**config.mk**
```make
export PLATFORM = sky130hd
export DESIGN_NAME = ball_trajectory
export DESIGN_NICKNAME = d
export VERILOG_FILES = /design/src/rtl/ball_trajectory.sv
export SDC_FILE = /design/constraint.sdc
export NUM_CORES = 1
export LEC_CHECK = 0
export ABC_AREA = 1
export ABC_CLOCK_PERIOD_IN_PS = 3600
export CORE_MARGIN = 3
export CORE_UTILIZATION = 40
export CTS_BUF_LIST = sky130_fd_sc_hd__clkbuf_2 sky130_fd_sc_hd__clkbuf_4 sky130_fd_sc_hd__clkbuf_8
export DETAILED_ROUTE_END_ITERATION = 12
export DONT_BUFFER_PORTS = 1
export PLACE_DENSITY = 0.62
export SKIP_LAST_GASP = 1
export SYNTH_ARGS = -nofsm -noshare
export SYNTH_HDL_FRONTEND = slang
export SYNTH_SLANG_ARGS = --single-unit
```
**constraint.sdc**
```tcl
create_clock -name i_clk -period 3.6 [get_ports i_clk]
set_clock_uncertainty 0.05 [all_clocks]
set_input_delay 0.36 -clock i_clk [delete_from_list [all_inputs] [get_ports i_clk]]
set_output_delay 0.36 -clock i_clk [all_outputs]
set_load 0.01 [all_outputs]
```
**src/rtl/ball_trajectory.sv**
```systemverilog
// ----------------------------------------------------------------------------
// ball_trajectory
// Integrates the ball's flight from latched launch velocities. Position and
// vertical velocity live in signed fixed-point accumulators (FRAC fractional
// bits). Each tick advances the position and applies gravity. The flight ends
// on ground contact or when the ball passes the right edge of the field.
//
// Ports
//   i_clk            system clock
//   i_rst            asynchronous active-high reset
//   i_launch         single-cycle launch request (honoured in IDLE and DONE)
//   i_tick           single-cycle time-step enable (honoured in FLY)
//   i_vel_x[9:0]     unsigned horizontal launch velocity, fractional units/tick
//   i_vel_y[9:0]     unsigned vertical launch velocity, fractional units/tick
//   o_pos_x[9:0]     ball column in pixels
//   o_pos_y[9:0]     ball height in pixels above ground
//   o_in_flight      high while flying
//   o_landed         one-cycle pulse on the tick that ends the flight
//   o_out_of_bounds  sticky flag: the flight ended at the right edge
//   o_step_cnt[9:0]  ticks in the current flight, saturating at 1023
// ----------------------------------------------------------------------------
module ball_trajectory #(
    parameter int FRAC  = 7,
    parameter int GRAV  = 8,
    parameter int X_MAX = 639,
    parameter int ACC_W = 20
) (
    input  logic       i_clk,
    input  logic       i_rst,
    input  logic       i_launch,
    input  logic       i_tick,
    input  logic [9:0] i_vel_x,
    input  logic [9:0] i_vel_y,
    output logic [9:0] o_pos_x,
    output logic [9:0] o_pos_y,
    output logic       o_in_flight,
    output logic       o_landed,
    output logic       o_out_of_bounds,
    output logic [9:0] o_step_cnt
);

    typedef enum logic [1:0] {
        ST_IDLE = 2'd0,
        ST_FLY  = 2'd1,
        ST_DONE = 2'd2
    } state_t;

    localparam logic signed [ACC_W-1:0] GRAV_A = ACC_W'(GRAV);
    // First horizontal accumulator value whose pixel column exceeds X_MAX.
    localparam logic [ACC_W-1:0] PX_LIM = ACC_W'((X_MAX + 1) * (2 ** FRAC));
    // Horizontal accumulator value parked at when the ball leaves the field.
    localparam logic [ACC_W-1:0] PX_EDGE = ACC_W'(X_MAX * (2 ** FRAC));

    state_t                   r_state;
    state_t                   w_state_n;
    logic [ACC_W-1:0]         r_px,  w_px_n;
    logic signed [ACC_W-1:0]  r_py,  w_py_n;
    logic [ACC_W-1:0]         r_vx,  w_vx_n;
    logic signed [ACC_W-1:0]  r_vy,  w_vy_n;
    logic [9:0]               r_step, w_step_n;
    logic                     r_oob, w_oob_n;
    logic                     r_landed, w_landed_n;
    logic                     r_in_flight, w_in_flight_n;

    // Candidate values for a flight step, used only when a tick lands in FLY.
    logic [ACC_W-1:0]         w_px_adv;
    logic signed [ACC_W-1:0]  w_py_adv;
    logic                     w_ground;
    logic                     w_edge;

    assign w_px_adv = r_px + r_vx;
    assign w_py_adv = r_py + r_vy;
    assign w_ground = w_py_adv[ACC_W-1] || (w_py_adv == {ACC_W{1'b0}});
    // px is never negative, so an unsigned compare against the limit suffices.
    assign w_edge   = (w_px_adv >= PX_LIM);

    // State register.
    always_ff @(posedge i_clk or posedge i_rst) begin
        if (i_rst) begin
            r_state <= ST_IDLE;
        end else begin
            r_state <= w_state_n;
        end
    end

    // Next-state and next-datapath logic.
    always_comb begin
        w_state_n  = r_state;
        w_px_n     = r_px;
        w_py_n     = r_py;
        w_vx_n     = r_vx;
        w_vy_n     = r_vy;
        w_step_n   = r_step;
        w_oob_n    = r_oob;
        w_landed_n = 1'b0;
        case (r_state)
            ST_IDLE, ST_DONE: begin
                if (i_launch) begin
                    w_state_n = ST_FLY;
                    w_px_n    = {ACC_W{1'b0}};
                    w_py_n    = {ACC_W{1'b0}};
                    w_vx_n    = {{(ACC_W-10){1'b0}}, i_vel_x};
                    w_vy_n    = {{(ACC_W-10){1'b0}}, i_vel_y};
                    w_step_n  = 10'd0;
                    w_oob_n   = 1'b0;
                end else begin
                    w_state_n = r_state;
                end
            end
            ST_FLY: begin
                if (i_tick) begin
                    w_px_n   = w_px_adv;
                    w_py_n   = w_py_adv;
                    w_vy_n   = r_vy - GRAV_A;
                    w_step_n = (r_step == 10'h3FF) ? r_step : (r_step + 10'd1);
                    if (w_ground || w_edge) begin
                        w_state_n  = ST_DONE;
                        w_landed_n = 1'b1;
                    end else begin
                        w_state_n  = ST_FLY;
                    end
                    if (w_ground) begin
                        w_py_n = {ACC_W{1'b0}};
                    end else begin
                        w_py_n = w_py_adv;
                    end
                    if (w_edge) begin
                        w_px_n  = PX_EDGE;
                        w_oob_n = 1'b1;
                    end else begin
                        w_px_n  = w_px_adv;
                    end
                end else begin
                    w_state_n = ST_FLY;
                end
            end
            default: begin
                w_state_n = ST_IDLE;
            end
        endcase
        w_in_flight_n = (w_state_n == ST_FLY);
    end

    // Datapath and flag registers.
    always_ff @(posedge i_clk or posedge i_rst) begin
        if (i_rst) begin
            r_px        <= {ACC_W{1'b0}};
            r_py        <= {ACC_W{1'b0}};
            r_vx        <= {ACC_W{1'b0}};
            r_vy        <= {ACC_W{1'b0}};
            r_step      <= 10'd0;
            r_oob       <= 1'b0;
            r_landed    <= 1'b0;
            r_in_flight <= 1'b0;
        end else begin
            r_px        <= w_px_n;
            r_py        <= w_py_n;
            r_vx        <= w_vx_n;
            r_vy        <= w_vy_n;
            r_step      <= w_step_n;
            r_oob       <= w_oob_n;
            r_landed    <= w_landed_n;
            r_in_flight <= w_in_flight_n;
        end
    end

    // Pixel coordinates are plain bit slices of the position registers.
    assign o_pos_x         = r_px[FRAC+9:FRAC];
    assign o_pos_y         = r_py[FRAC+9:FRAC];
    assign o_in_flight     = r_in_flight;
    assign o_landed        = r_landed;
    assign o_out_of_bounds = r_oob;
    assign o_step_cnt      = r_step;

endmodule

```
# --- Yosys cells after proc, flatten, opt, wreduce, memory -nomap -nowiden ---
# Cells that the tools add are included.
op_classes:
  n_reduce_logical: 10
  mux: 25
  magnitude_cmp: 1
  addsub: 4
  n_eq_ne: 8
op_table:
  columns: ["operator", "count"]
  rows:
  - ["2-to-1 mux 20 bit", 7]
  - ["one-hot mux 20 bit (2 select lines)", 3]
  - ["2-to-1 mux 10 bit", 3]
  - ["adder 20 x 10 -> 20 bit", 1]
  - ["adder 20 bit", 1]
  - [">= comparator 20 x 17 -> 1 bit (second input constant)", 1]
  - ["logical NOT 20 bit", 1]
  - ["one-hot mux 10 bit (2 select lines)", 1]
  - ["subtractor 20 x 5 -> 20 bit (second input constant)", 1]
  - ["adder 10 x 1 -> 10 bit (second input constant)", 1]
  - ["== test 10 bit (second input constant)", 1]
  - ["!= test 2 bit (second input constant)", 4]
  - ["AND reduction 4 bit", 2]
  - ["2-to-1 mux 1 bit", 6]
  - ["2-to-1 mux 2 bit", 3]
  - ["== test 2 x 1 -> 1 bit (second input constant)", 2]
  - ["one-hot mux 2 bit (2 select lines)", 1]
  - ["AND reduction 3 bit", 1]
  - ["== test 2 bit (second input constant)", 1]
  - ["logical NOT 2 bit", 1]
  - ["logical OR 1 bit", 2]
  - ["one-hot mux 1 bit (2 select lines)", 1]
  - ["AND reduction 2 bit", 1]
  - ["nonzero test 2 bit", 1]
  - ["OR reduction 2 bit", 1]
word_totals:
  regBits: 85
  elab_cells: 57
  input_bits: 24

# --- Depth between registers and ports, before layout ---
# Gate-level depths: netlist of run 1.
depth:
  depth_word: 8
  depth_mapped: 19
  ltp_nobuf: 19

# --- Worst setup path before layout of run 1 ---
# Ideal clock, no wire load.
synth_path:
  path_type: "register -> register"
  from: "reg r_px[0]"
  to: "reg r_px[10]"
  t_arrival_ns: 2.069
  stages_incl_launch_ff: 17
  setup_time_ns: 0.133
  synth_period_minus_slack_ns: 2.252
  t_required_ns: 3.417
  setup_slack_ns: 1.348
  path_buffers: 0
  cell_sequence: "dfrtp_1 -> ha_1 -> fa_1 -> nand3_1 -> nand3_1 -> nand2_1 -> nand2_1 -> nand2_1 -> nand2_1 -> nand2_1 -> nand2_1 -> nor2_1 -> nor2_1 -> inv_1 -> nand2_4 -> o21ai_0 -> o21ai_0"
synth_via:
  elab_chain_cells: 5
synth_lines:
  columns: ["item", "line_no", "text"]
  rows:
  - ["start, declared", "56", "logic [ACC_W-1:0] r_px, w_px_n;"]
  - ["start signal, assigned", "147", "r_px <= {ACC_W{1'b0}};"]
  - ["start signal, assigned", "156", "r_px <= w_px_n;"]
  - ["adder 20 x 10 -> 20 bit *", "71", "assign w_px_adv = r_px + r_vx;"]
  - [">= comparator 20 x 17 -> 1 bit", "75", "assign w_edge = (w_px_adv >= PX_LIM);"]
  - ["2-to-1 mux 20 bit *", "127", "if (w_edge) begin"]
  - ["2-to-1 mux 20 bit *", "111", "if (i_tick) begin"]
  - ["one-hot mux 20 bit (2 select lines) *", "96", "case (r_state)"]
# Every way passes the cells marked *; elsewhere a longest branch is shown, timed or not. The select of a mux whose other input is x is not followed.
# A chain may end at the register's enable or synchronous reset.

# --- Worst setup path after layout of run 1 ---
layout_path:
  from: "reg r_py[0]"
  to: "reg r_py[1]"
layout_via:
  elab_chain_cells: 6
layout_lines:
  columns: ["item", "line_no", "text"]
  rows:
  - ["start, declared", "57", "logic signed [ACC_W-1:0] r_py, w_py_n;"]
  - ["start signal, assigned", "148", "r_py <= {ACC_W{1'b0}};"]
  - ["start signal, assigned", "157", "r_py <= w_py_n;"]
  - ["adder 20 bit *", "72", "assign w_py_adv = r_py + r_vy;"]
  - ["logical NOT 20 bit", "73", "assign w_ground = w_py_adv[ACC_W-1] || (w_py_adv == {ACC_W{1'b0}});"]
  - ["logical OR 1 bit", "73", null]
  - ["2-to-1 mux 20 bit *", "122", "if (w_ground) begin"]
  - ["2-to-1 mux 20 bit *", "111", null]
  - ["one-hot mux 20 bit (2 select lines) *", "96", null]
# Marks and branches as above.

==> impl_metrics.py, run 1 <==
metrics = {
    "status": {
        "outcome": "completed",
    },
    "synth": {
        "synth_fa_ha_area_frac": 0.0707,
        "synth_cell_type_count": 49,
        "synth_area_leader_cell": "dfrtp_1",
        "postSynthCellCount": 869,
        "syn-num-nets": 926,
        "seq_area_frac_synth": 0.352,
        "synth_top_family_by_area": "simple AND/OR/NAND/NOR gates",
        "synth-simple-area-share": 0.354,
        "ys_top_cells_by_area": "dfrtp_1 35%, nand2_1 19%, ha_1 6.4%",
        "syn_area_mm2": 0.00605,
        "ys_seq_elements": 85,
        "synthMuxAreaShare": 0,
        "yosys.area.top_type_share": 0.352,
        "synth_xor_area_frac": 0.0258,
        "postSynthAreaPerCell_um2": 6.96,
        "synth_compound_area_frac": 0.0980,
        "ys_warn_count": 0,
    },
    "floorplanning": {
        "io_pins": 57,
        "die_area_mm2": 0.0166,
        "initial_core_util": 0.413,
        "rows": 44,
        "core_mm2": 0.0146,
        "fp.dieH_um": 129,
        "die_w_um": 129,
    },
    "setup_path": {
        "crit_required_ns": 3.87,
        "cp-endpoint": "r_py[1]$_DFFE_PP0P_",
        "crit_path_cell_trace": "ha_1 > inv_1 > fa_1 > inv_1 > nand2_1 > nand2_1 > nand3_1 > nand2_1 > nand2_1 > nand3b_1 > nand2_1 > nand3_1 > nor2_1 > nand2_1 > nand2_2 > nor2_4 > nand2_1 > nand2_1",
        "ff2ff_path_depth": 18,
        "timing.rr.end": "r_py[1]$_DFFE_PP0P_",
        "reg2reg_from": "r_py[0]$_DFFE_PP0P_",
        "rrSetupSlack_ns": 0.70,
        "cp_num_cells": 18,
        "slowest_stage": "fa_1",
        "crit_start": "r_py[0]$_DFFE_PP0P_",
        "crit_path_start_kind": "flop",
        "cp_top_family": "simple AND/OR/NAND/NOR gates",
        "cp_common_cell": "nand2_1",
        "worst-path-buf-inv": 2,
        "slowest_delay_ns": 0.39,
        "critPathKind": "reg -> reg",
        "end_kind": "flop",
        "cp_max_fo": 11,
        "cp.arrival_ns": 3.17,
    },
    "worst_hold_path": {
        "hold_path_depth": 2,
        "hp-class": "in -> reg",
    },
    "clock_tree": {
        "clock_latency_ns": 0.38,
        "tritoncts": "built",
        "clkTransAtPathRegs_ns": 0.08,
        "clock_sinks": 85,
        "numCtsBuffers": 9,
        "cts_setup_buffers": 0,
        "h-tree-depth": 3,
        "cts_buffer_depth": 2,
        "root_buffer": "clkbuf_8",
    },
    "pwr": {
        "clock_power_share": 0.144,
        "power_mw": 5.51,
        "combPwrFrac": 0.547,
        "power_per_cell_area_mw_per_mm2": 867,
        "vdd_drop_max_mv": 0.321,
        "leakagePower_nw": 3.38,
        "power.switching_mw": 2.75,
        "p_int_mw": 2.76,
        "seqPwrFrac": 0.309,
        "switching_share": 0.499,
    },
    "timing": {
        "fin_crit_ns": 2.90,
        "worstMarginPinSlew_ns": 0.649,
        "fin_setup_tns_ns": 0,
        "rsz0062_at_grt": "false",
        "slew_headroom": 0.565,
        "finalSetupViolations": 0,
        "finalMaxSlewViolations": 0,
        "finalWorstSetupSlack_ns": 0.703,
        "fmax_mhz": 345,
        "post-route-period-util": 0.805,
        "hold_violations": 0,
    },
    "drt": {
        "wl_um": 15400,
        "drc": 0,
        "wl_per_cell_um": 14.8,
        "drt_iter0_drc": 449,
        "via_per_inst": 5.09,
        "vias": 5314,
        "firstDrtPassIters": 5,
        "detail-route-antenna-nets": 0,
    },
    "cells_and_area": {
        "drive_gt1_frac": 0.0815,
        "fill_cells": 1528,
        "diodes": 0,
        "regArea_mm2": 0.00213,
        "syn_to_final_growth_pct": 5.05,
        "multi_input_area_mm2": 0.00332,
        "fin_nets": 911,
        "final_area_mm2": 0.00636,
    },
    "grt": {
        "grt_overflow": 0,
        "grt_pass1_wl_um": 25900,
        "antenna_found_initial": 0,
        "grt_use_total": 0.196,
        "grt_pass1_vias": 5009,
        "grt_max_degree": 34,
    },
    "place": {
        "gp_congestion": 0.981,
        "io_buffers": 0,
        "place_area_mm2": 0.00612,
        "place_ws_ns": 0.731,
        "dp_hpwl_um": 11900,
    },
    "run": {
        "cap_viol_max_count": 0,
    },
}
==> layout by cell type (no fill, tap or decap), drive strengths merged, types with 11 or more instances in the layout <==
cell type  instances
a21oi             34
clkbuf            11
dfrtp             85
ha                31
inv              103
nand2            314
nand3             66
nor2              76
nor3              15
o21ai             50
xor2              12
==> cells in the mapped netlist, drive strengths merged <==
cell,instances
nand2,314
inv,103
dfrtp,85
nor2,76
nand3,66
o21ai,50
a21oi,34
ha,31
buf,23
nor3,15
xor2,12
clkbuf,10
nand4,7
nand3b,5
xnor2,5
a31oi,3
and3,3
clkinv,3
or2,3
and2,2
fa,2
nor4,2
o21a,2
o21bai,2
o31ai,2
a211oi,1
a21o,1
a2bb2oi,1
nor3b,1
o211ai,1
o22ai,1
o311ai,1
o32ai,1
o41ai,1
==> area by class of cell <==
type | instances | share of cell area
clock inverters | 5 | 0.0130
repair buffers | 7 | 0.00866
inverters | 106 | 0.0628
flip-flops and latches | 85 | 0.335
multi-input cells | 645 | 0.522
well taps | 184 | 0.0362
clock buffers | 11 | 0.0228
==> metal layers <==
metal / GRT usage / up-vias / part of all wire
met5: 0 / - / 0
met4: 0.0630 / 0 / 0.015
met3: 0.0465 / 14 / 0.063
met2: 0.285 / 116 / 0.42
met1: 0.288 / 2453 / 0.50
li1: - / 2731 / -
==> sequential cells by signal, summed over array words and instances (netlist names) <==
| register | cells |
|---|---|
| o_out_of_bounds | 1 |
| r_px | 20 |
| o_step_cnt | 10 |
| r_state | 2 |
| r_vx | 10 |
| o_in_flight | 1 |
| r_vy | 20 |
| o_landed | 1 |
| r_py | 20 |
==> worst min-delay path by stage <==
| stage | start | to | slack (ns) |
|---|---|---|---|
| finish | i_vel_x[4] | r_vx[4]$_DFFE_PP0P_ | 0.04 |
| global route | i_vel_x[4] | r_vx[4]$_DFFE_PP0P_ | 0.04 |
| CTS | i_vel_y[2] | r_vy[2]$_DFFE_PP0P_ | 0.03 |
| detailed placement | i_rst | o_step_cnt[7]$_DFFE_PP0P_ | 0.24 |
| global placement | i_rst | o_step_cnt[7]$_DFFE_PP0P_ | 0.25 |
| floorplan | r_vx[0]$_DFFE_PP0P_ | r_vx[0]$_DFFE_PP0P_ | 0.40 |
==> power by group through the flow <==
stage / clock network, mW / logic, mW / registers (mW)
after detailed placement: 0 / 2.99 / 1.73
after floorplan: 0 / 2.51 / 1.56
final: 0.796 / 3.01 / 1.70
after global placement: 0 / 2.99 / 1.72
after CTS: 0.812 / 3.01 / 1.71
after global routing: 0.852 / 3.47 / 1.76
==> logic make-up (layout without fill, tap and decap cells) <==
family	count (synthesis)	after routing
simple gates	494	494
buf+inv	139	129
compound gates	101	101
flops	85	85
fa+ha+maj	33	33
xor+xnor	17	17
==> worst register-to-register path: stages, from the launching register on <==
cell      delay (ns)
dfrtp_1         0.36
ha_1            0.24
inv_1           0.07
fa_1            0.39
inv_1           0.15
nand2_1         0.09
nand2_1         0.09
nand3_1         0.09
nand2_1         0.11
nand2_1         0.09
nand3b_1        0.11
nand2_1         0.08
nand3_1         0.08
nor2_1          0.04
nand2_1         0.09
nand2_2         0.23
nor2_4          0.33
nand2_1         0.10
nand2_1         0.06
==> timing repair <==
| item | 4_1_cts | 5_1_grt |
|---|---|---|
| endpoints found under the hold margin | 28 | 0 |
| hold buffers | 1 | 0 |
| gates resized for setup | 0 | 0 |
==> stage by stage <==
stage,hold slack (ns),instances,utilization
global route,0.0367,1043,0.434
floorplan,0.396,869,-
CTS,0.0261,1043,0.434
finish,0.0433,1043,0.434
global placement,0.245,1026,0.418
detailed placement,0.239,1026,0.418
Note: power is estimated with default switching activity, not from simulation.
==> inputs of run 2 (changes only) <==
--- a/config.mk
+++ b/config.mk
@@ -6,13 +6,13 @@
 export NUM_CORES = 1
 export LEC_CHECK = 0
 export ABC_AREA = 1
-export ABC_CLOCK_PERIOD_IN_PS = 3600
+export ABC_CLOCK_PERIOD_IN_PS = 2400
 export CORE_MARGIN = 3
 export CORE_UTILIZATION = 40
 export CTS_BUF_LIST = sky130_fd_sc_hd__clkbuf_2 sky130_fd_sc_hd__clkbuf_4 sky130_fd_sc_hd__clkbuf_8
 export DETAILED_ROUTE_END_ITERATION = 12
 export DONT_BUFFER_PORTS = 1
-export PLACE_DENSITY = 0.62
+export PLACE_DENSITY = 0.64
 export SKIP_LAST_GASP = 1
 export SYNTH_ARGS = -nofsm -noshare
 export SYNTH_HDL_FRONTEND = slang
==> constraint.sdc (replaced) <==
create_clock -name i_clk -period 2.4 [get_ports i_clk]
set_clock_uncertainty 0.05 [all_clocks]
set_input_delay 0.24 -clock i_clk [delete_from_list [all_inputs] [get_ports i_clk]]
set_output_delay 0.24 -clock i_clk [all_outputs]
set_load 0.01 [all_outputs]
==> impl_metrics.py, run 2 (same netlist as run 1, synthesis figures left out) <==
metrics = {
    "setup_path": {
        "crit_path_cell_trace": "ha_2 > inv_2 > fa_2 > inv_2 > buf_4 > nand2_2 > nand3_2 > nand2_2 > nand2_1 > nand3_1 > nor2_2 > nand2_1 > nor2_1 > nand2_1 > nand2_2 > nor2_4 > buf_6 > nand2_1 > nand2_1",
        "crit_required_ns": 2.61,
        "critPathKind": "reg -> reg",
        "slowest_delay_ns": 0.37,
        "cp.arrival_ns": 2.68,
        "cp_common_cell": "nand2_1",
        "slowest_stage": "dfrtp_1",
        "crit_path_start_kind": "flop",
        "reg2reg_from": "r_vy[0]$_DFFE_PP0P_",
        "end_kind": "flop",
        "crit_start": "r_vy[0]$_DFFE_PP0P_",
        "cp_max_fo": 5,
    },
    "cells_and_area": {
        "layout_commonest_cell": "nand2_1",
        "fin_nets": 1025,
        "final_cell_mix": "268 x nand2_1, 93 x inv_1, 93 x buf_4",
        "final_util": 0.538,
        "diodes": 0,
        "largest_registers": "r_px: 20 flops, r_py: 20 flops, r_vy: 20 flops",
        "syn_to_final_growth_pct": 30.3,
        "drive_gt1_frac": 0.275,
        "layout.cells.non_filler": 1156,
    },
    "pwr": {
        "power.switching_mw": 4.83,
        "combPwrFrac": 0.646,
        "p_int_mw": 5.51,
        "switching_share": 0.467,
        "vdd_drop_max_mv": 0.472,
        "seqPwrFrac": 0.243,
        "clock_power_share": 0.111,
        "power_per_cell_area_mw_per_mm2": 1310,
        "leakagePower_nw": 4.03,
    },
    "grt": {
        "grt_use_met1": 0.292,
        "grt_pass1_wl_um": 27500,
        "grt_max_degree": 68,
        "grt_pass1_vias": 5587,
        "grt_use_total": 0.206,
        "grt_overflow": 0,
        "grt.met2_usage": 0.312,
        "grt.met3_usage": 0.0436,
        "antenna_found_initial": 0,
        "grt_busiest_layer": "met2",
    },
    "worst_hold_path": {
        "min_from": "i_vel_y[6]",
        "hp-class": "in -> reg",
    },
    "timing": {
        "post-route-period-util": 1.03,
        "finalWorstSetupSlack_ns": -0.0698,
        "finalSetupViolations": 23,
        "hold_violations": 0,
        "slew_headroom": 0.682,
        "fmax_mhz": 405,
        "rsz0062_at_grt": "true",
        "fin_crit_ns": 2.47,
        "worstMarginPinSlew_ns": 0.477,
        "finalMaxSlewViolations": 0,
    },
    "place": {
        "dp.cells": 1107,
        "gp_congestion": 0.921,
        "dp_hpwl_um": 12600,
        "io_buffers": 0,
        "place_ws_ns": -0.253,
    },
    "clock_tree": {
        "root_buffer": "clkbuf_8",
        "h-tree-depth": 3,
        "cts_buffer_depth": 2,
        "clkTransAtPathRegs_ns": 0.09,
        "numCtsBuffers": 9,
        "clock_latency_ns": 0.37,
        "tritoncts": "built",
        "clock_sinks": 85,
    },
    "drt": {
        "wl_per_cell_um": 14.8,
        "drc": 0,
        "wl_um": 17100,
        "drt_iter0_drc": 306,
        "detail-route-antenna-nets": 0,
        "vias": 5895,
        "via_per_inst": 5.10,
        "firstDrtPassIters": 5,
    },
    "floorplanning": {
        "die_w_um": 129,
        "die_area_mm2": 0.0166,
        "io_pins": 57,
        "rows": 44,
        "core_mm2": 0.0146,
        "initial_core_util": 0.413,
        "fp.dieH_um": 129,
    },
    "status": {
        "failed_checks": "negative setup slack",
        "outcome": "finished with violations",
    },
    "run": {
        "cap_viol_max_count": 0,
    },
}
## run 2: changes by cell type in the layout (fill, tap and decap cells not counted), moves of 19 or more
cell and change:
ha_1 -19, nand3_1 -19, nand2_1 -36, buf_4 +87
nand2_2 +31, dlygate4sd3_1 +19
## run 2: final cells by class
type	instances	area (um^2)
tap	184	230
inverter	106	410
fill	1420	6760
timing repair buffer	120	995
sequential	85	2130
clock buffer	11	145
clock inverter	4	72.6
multi-input combinational	646	3900
## run 2: final timing paths
kind / endpoint / slack [ns] / cells past startpoint
hold / removal: r_vy[6]$_DFFE_PP0P_ / 0.02 / 2
setup / recovery: r_py[3]$_DFFE_PP0P_ / -0.07 / 19
max in group asynchronous: r_px[13]$_DFFE_PP0P_ / 1.30 / 3
min in group asynchronous: r_vx[5]$_DFFE_PP0P_ / 0.31 / 2
hold reg to reg: r_vx[9]$_DFFE_PP0P_ / 0.44 / 2
setup reg to reg: r_py[3]$_DFFE_PP0P_ / -0.07 / 19
## run 2: power by group through the flow
stage / Combinational (mW) / Sequential (mW) / Clock, mW
2_1_floorplan: 3.77 / 2.34 / 0
4_1_cts: 5.88 / 2.40 / 1.17
3_3_place_gp: 5.58 / 2.41 / 0
3_5_place_dp: 5.63 / 2.42 / 0
6_report: 6.68 / 2.51 / 1.15
5_1_grt: 7.48 / 2.58 / 1.23
## run 2: per-stage QoR
| stage | hold WS [ns] | power (mW) | setup TNS (ns) | area (um^2) |
|---|---|---|---|---|
| finish | 0.0209 | 10.3 | -0.563 | 7880 |
| global route | 0.0428 | 11.3 | -4.59 | 7880 |
| CTS | 0.00333 | 9.46 | -0.181 | 7310 |
| detailed placement | 0.101 | 8.06 | -4.58 | 6740 |
| global placement | 0.0947 | 7.99 | -4.11 | 6740 |
| floorplan | 0.307 | 6.10 | 0 | 6050 |
## run 2: timing repair
item,4_1_cts,5_1_grt
resized for setup,35,107
pin swaps,14,16
buffers inserted,5,9
endpoints found under the hold margin,40,0
hold buffers,20,0
cloned,1,0
endpoints found under the setup margin,40,43
## run 2: routing by layer
layer | vias to the layer above | routed length, um
met5 | - | 0
met4 | 0 | 420
met3 | 31 | 977
met2 | 142 | 7730
met1 | 2758 | 7980
li1 | 2964 | -
## run 2: worst max-delay path, delay by kind of cell (launching register included)
family	cells	cell delay, ns
buf+inv	4	0.40
simple gates	13	0.98
flops	1	0.37
fa+ha+maj	2	0.54
==> inputs of run 3 (changes only) <==
--- a/config.mk
+++ b/config.mk
@@ -10,10 +10,10 @@
 export CORE_MARGIN = 3
 export CORE_UTILIZATION = 40
 export CTS_BUF_LIST = sky130_fd_sc_hd__clkbuf_2 sky130_fd_sc_hd__clkbuf_4 sky130_fd_sc_hd__clkbuf_8
+export CTS_CLUSTER_SIZE = 14
 export DETAILED_ROUTE_END_ITERATION = 12
 export DONT_BUFFER_PORTS = 1
 export PLACE_DENSITY = 0.64
-export SKIP_LAST_GASP = 1
 export SYNTH_ARGS = -nofsm -noshare
 export SYNTH_HDL_FRONTEND = slang
 export SYNTH_SLANG_ARGS = --single-unit
==> impl_metrics.py, run 3 (same netlist as run 1, synthesis figures left out) <==
metrics = {
    "place": {
        "io_buffers": 0,
        "place_ws_ns": -0.253,
        "gp_congestion": 0.921,
        "dp_hpwl_um": 12600,
    },
    "setup_path": {
        "critPathKind": "reg -> reg",
        "ff2ff_path_depth": 19,
        "reg2reg_from": "r_vy[0]$_DFFE_PP0P_",
        "cp_max_fo": 5,
        "rrSetupSlack_ns": -0.06,
        "timing.rr.end": "r_py[3]$_DFFE_PP0P_",
        "cp.arrival_ns": 2.67,
        "crit_required_ns": 2.61,
        "end_kind": "flop",
        "crit_path_start_kind": "flop",
    },
    "timing": {
        "slew_headroom": 0.681,
        "whs_ns": 0.0209,
        "rsz0062_at_grt": "true",
        "finalSetupViolations": 21,
        "finalMaxSlewViolations": 0,
        "finalWorstSetupSlack_ns": -0.0601,
        "worstMarginPinSlew_ns": 0.478,
        "fmax_mhz": 406,
        "hold_violations": 0,
        "fin_crit_ns": 2.46,
        "post-route-period-util": 1.03,
    },
    "cells_and_area": {
        "fin_nets": 1025,
        "final_cell_mix": "265 x nand2_1, 93 x inv_1, 92 x buf_4",
        "diodes": 0,
        "layout_commonest_cell": "nand2_1",
        "syn_to_final_growth_pct": 30.6,
        "drive_gt1_frac": 0.280,
        "final_util": 0.540,
        "largest_registers": "r_px: 20 flops, r_py: 20 flops, r_vy: 20 flops",
    },
    "pwr": {
        "p_int_mw": 5.53,
        "power_per_cell_area_mw_per_mm2": 1320,
        "power.switching_mw": 4.86,
        "leakagePower_nw": 4.03,
        "clock_power_share": 0.111,
        "seqPwrFrac": 0.242,
        "combPwrFrac": 0.647,
        "vdd_drop_max_mv": 0.472,
        "switching_share": 0.468,
    },
    "worst_hold_path": {
        "min_from": "i_vel_y[6]",
        "min_delay_worst_endpoint": "r_vy[6]$_DFFE_PP0P_",
        "hp-class": "in -> reg",
        "hold_path_depth": 2,
    },
    "drt": {
        "firstDrtPassIters": 5,
        "wl_um": 17200,
        "wl_per_cell_um": 14.9,
        "drc": 0,
        "vias": 5899,
        "drt_iter0_drc": 322,
        "detail-route-antenna-nets": 0,
        "via_per_inst": 5.10,
    },
    "clock_tree": {
        "root_buffer": "clkbuf_8",
        "h-tree-depth": 3,
        "clock_sinks": 85,
        "tritoncts": "built",
        "clock_latency_ns": 0.37,
        "clkTransAtPathRegs_ns": 0.09,
        "cts_buffer_depth": 2,
        "numCtsBuffers": 9,
    },
    "floorplanning": {
        "die_area_mm2": 0.0166,
        "core_mm2": 0.0146,
        "fp.dieH_um": 129,
        "die_w_um": 129,
        "initial_core_util": 0.413,
        "io_pins": 57,
        "rows": 44,
    },
    "run": {
        "cap_viol_max_count": 0,
    },
    "grt": {
        "grt_use_total": 0.206,
        "grt_max_degree": 68,
        "grt_pass1_wl_um": 27500,
        "antenna_found_initial": 0,
        "grt_overflow": 0,
        "grt_pass1_vias": 5587,
    },
    "status": {
        "outcome": "finished with violations",
        "failed_checks": "negative setup slack",
    },
}
-- run 3: changes by cell type in the layout (fill, tap and decap cells not counted) --
cell     delta
dfrtp_1     -1
nand2_1     -3
nand2_2     +2
buf_4       -1
dfrtp_2     +1
a21oi_2     +1
buf_6       +1
a21oi_1     -1
o21ai_0     -1
nand2_4     +1
o21ai_1     +1
-- run 3: repair_timing --
item / CTS / global route
hold endpoints to repair: 40 / 0
hold buffers: 20 / 0
gates resized for setup: 35 / 115
buffers inserted: 5 / 9
pin swaps: 14 / 16
endpoints found under the setup margin: 40 / 43
cloned: 1 / 0
-- run 3: area by class of cell --
type	count	area, um^2
clock buffers	11	145
clock inverters	4	72.6
well taps	184	230
flip-flops and latches	85	2130
multi-input cells	646	3920
fillers	1421	6740
repair buffers	120	998
inverters	106	410
-- run 3: worst max path at each step --
stage,startpoint,to,slack (ns),cells after the start
5_1_grt,r_vy[0]$_DFFE_PP0P_,r_py[0]$_DFFE_PP0P_,-0.17,20
3_5_place_dp,r_px[0]$_DFFE_PP0P_,r_state[1]$_DFF_PP0_,-0.25,16
6_report,r_vy[0]$_DFFE_PP0P_,r_py[3]$_DFFE_PP0P_,-0.06,19
4_1_cts,r_vy[0]$_DFFE_PP0P_,r_py[14]$_DFFE_PP0P_,-0.03,20
3_3_place_gp,r_px[0]$_DFFE_PP0P_,r_state[1]$_DFF_PP0_,-0.24,16
2_1_floorplan,r_px[0]$_DFFE_PP0P_,r_px[10]$_DFFE_PP0P_,0.15,16
-- run 3: critical path, stage by stage (launching register included) --
cell and delay (ns):
dfrtp_1 0.37, ha_2 0.20, inv_2 0.04, fa_2 0.34, inv_2 0.09, buf_4 0.13
nand2_2 0.06, nand3_2 0.09, nand2_2 0.06, nand2_1 0.05, nand3_1 0.08, nor2_2 0.12
nand2_1 0.06, nor2_1 0.09, nand2_1 0.10, nand2_2 0.11, nor2_4 0.05, buf_6 0.15
nand2_2 0.06, nand2_2 0.04
-- run 3: metrics by stage --
stage | power, mW | cell area [um^2] | std cells | setup TNS [ns]
after floorplan | 6.10 | 6050 | 869 | 0
after global placement | 7.99 | 6740 | 1107 | -4.11
after detailed placement | 8.06 | 6740 | 1107 | -4.58
after CTS | 9.46 | 7310 | 1148 | -0.181
after global routing | 11.3 | 7900 | 1156 | -4.27
final | 10.4 | 7900 | 1156 | -0.539
-- run 3: power by group through the flow --
stage | registers (mW) | clock network (mW) | logic (mW)
floorplan | 2.34 | 0 | 3.77
global placement | 2.41 | 0 | 5.58
detailed placement | 2.42 | 0 | 5.63
CTS | 2.40 | 1.17 | 5.88
global route | 2.58 | 1.23 | 7.52
finish | 2.52 | 1.15 | 6.73
-- run 3: metal layers --
| metal | track usage | wire length, um | vias up |
|---|---|---|---|
| met3 | 0.0436 | 926 | 31 |
| met1 | 0.292 | 8060 | 2760 |
| met5 | 0 | 0 | - |
| met4 | 0.0729 | 418 | 0 |
| li1 | - | - | 2970 |
| met2 | 0.312 | 7810 | 138 |
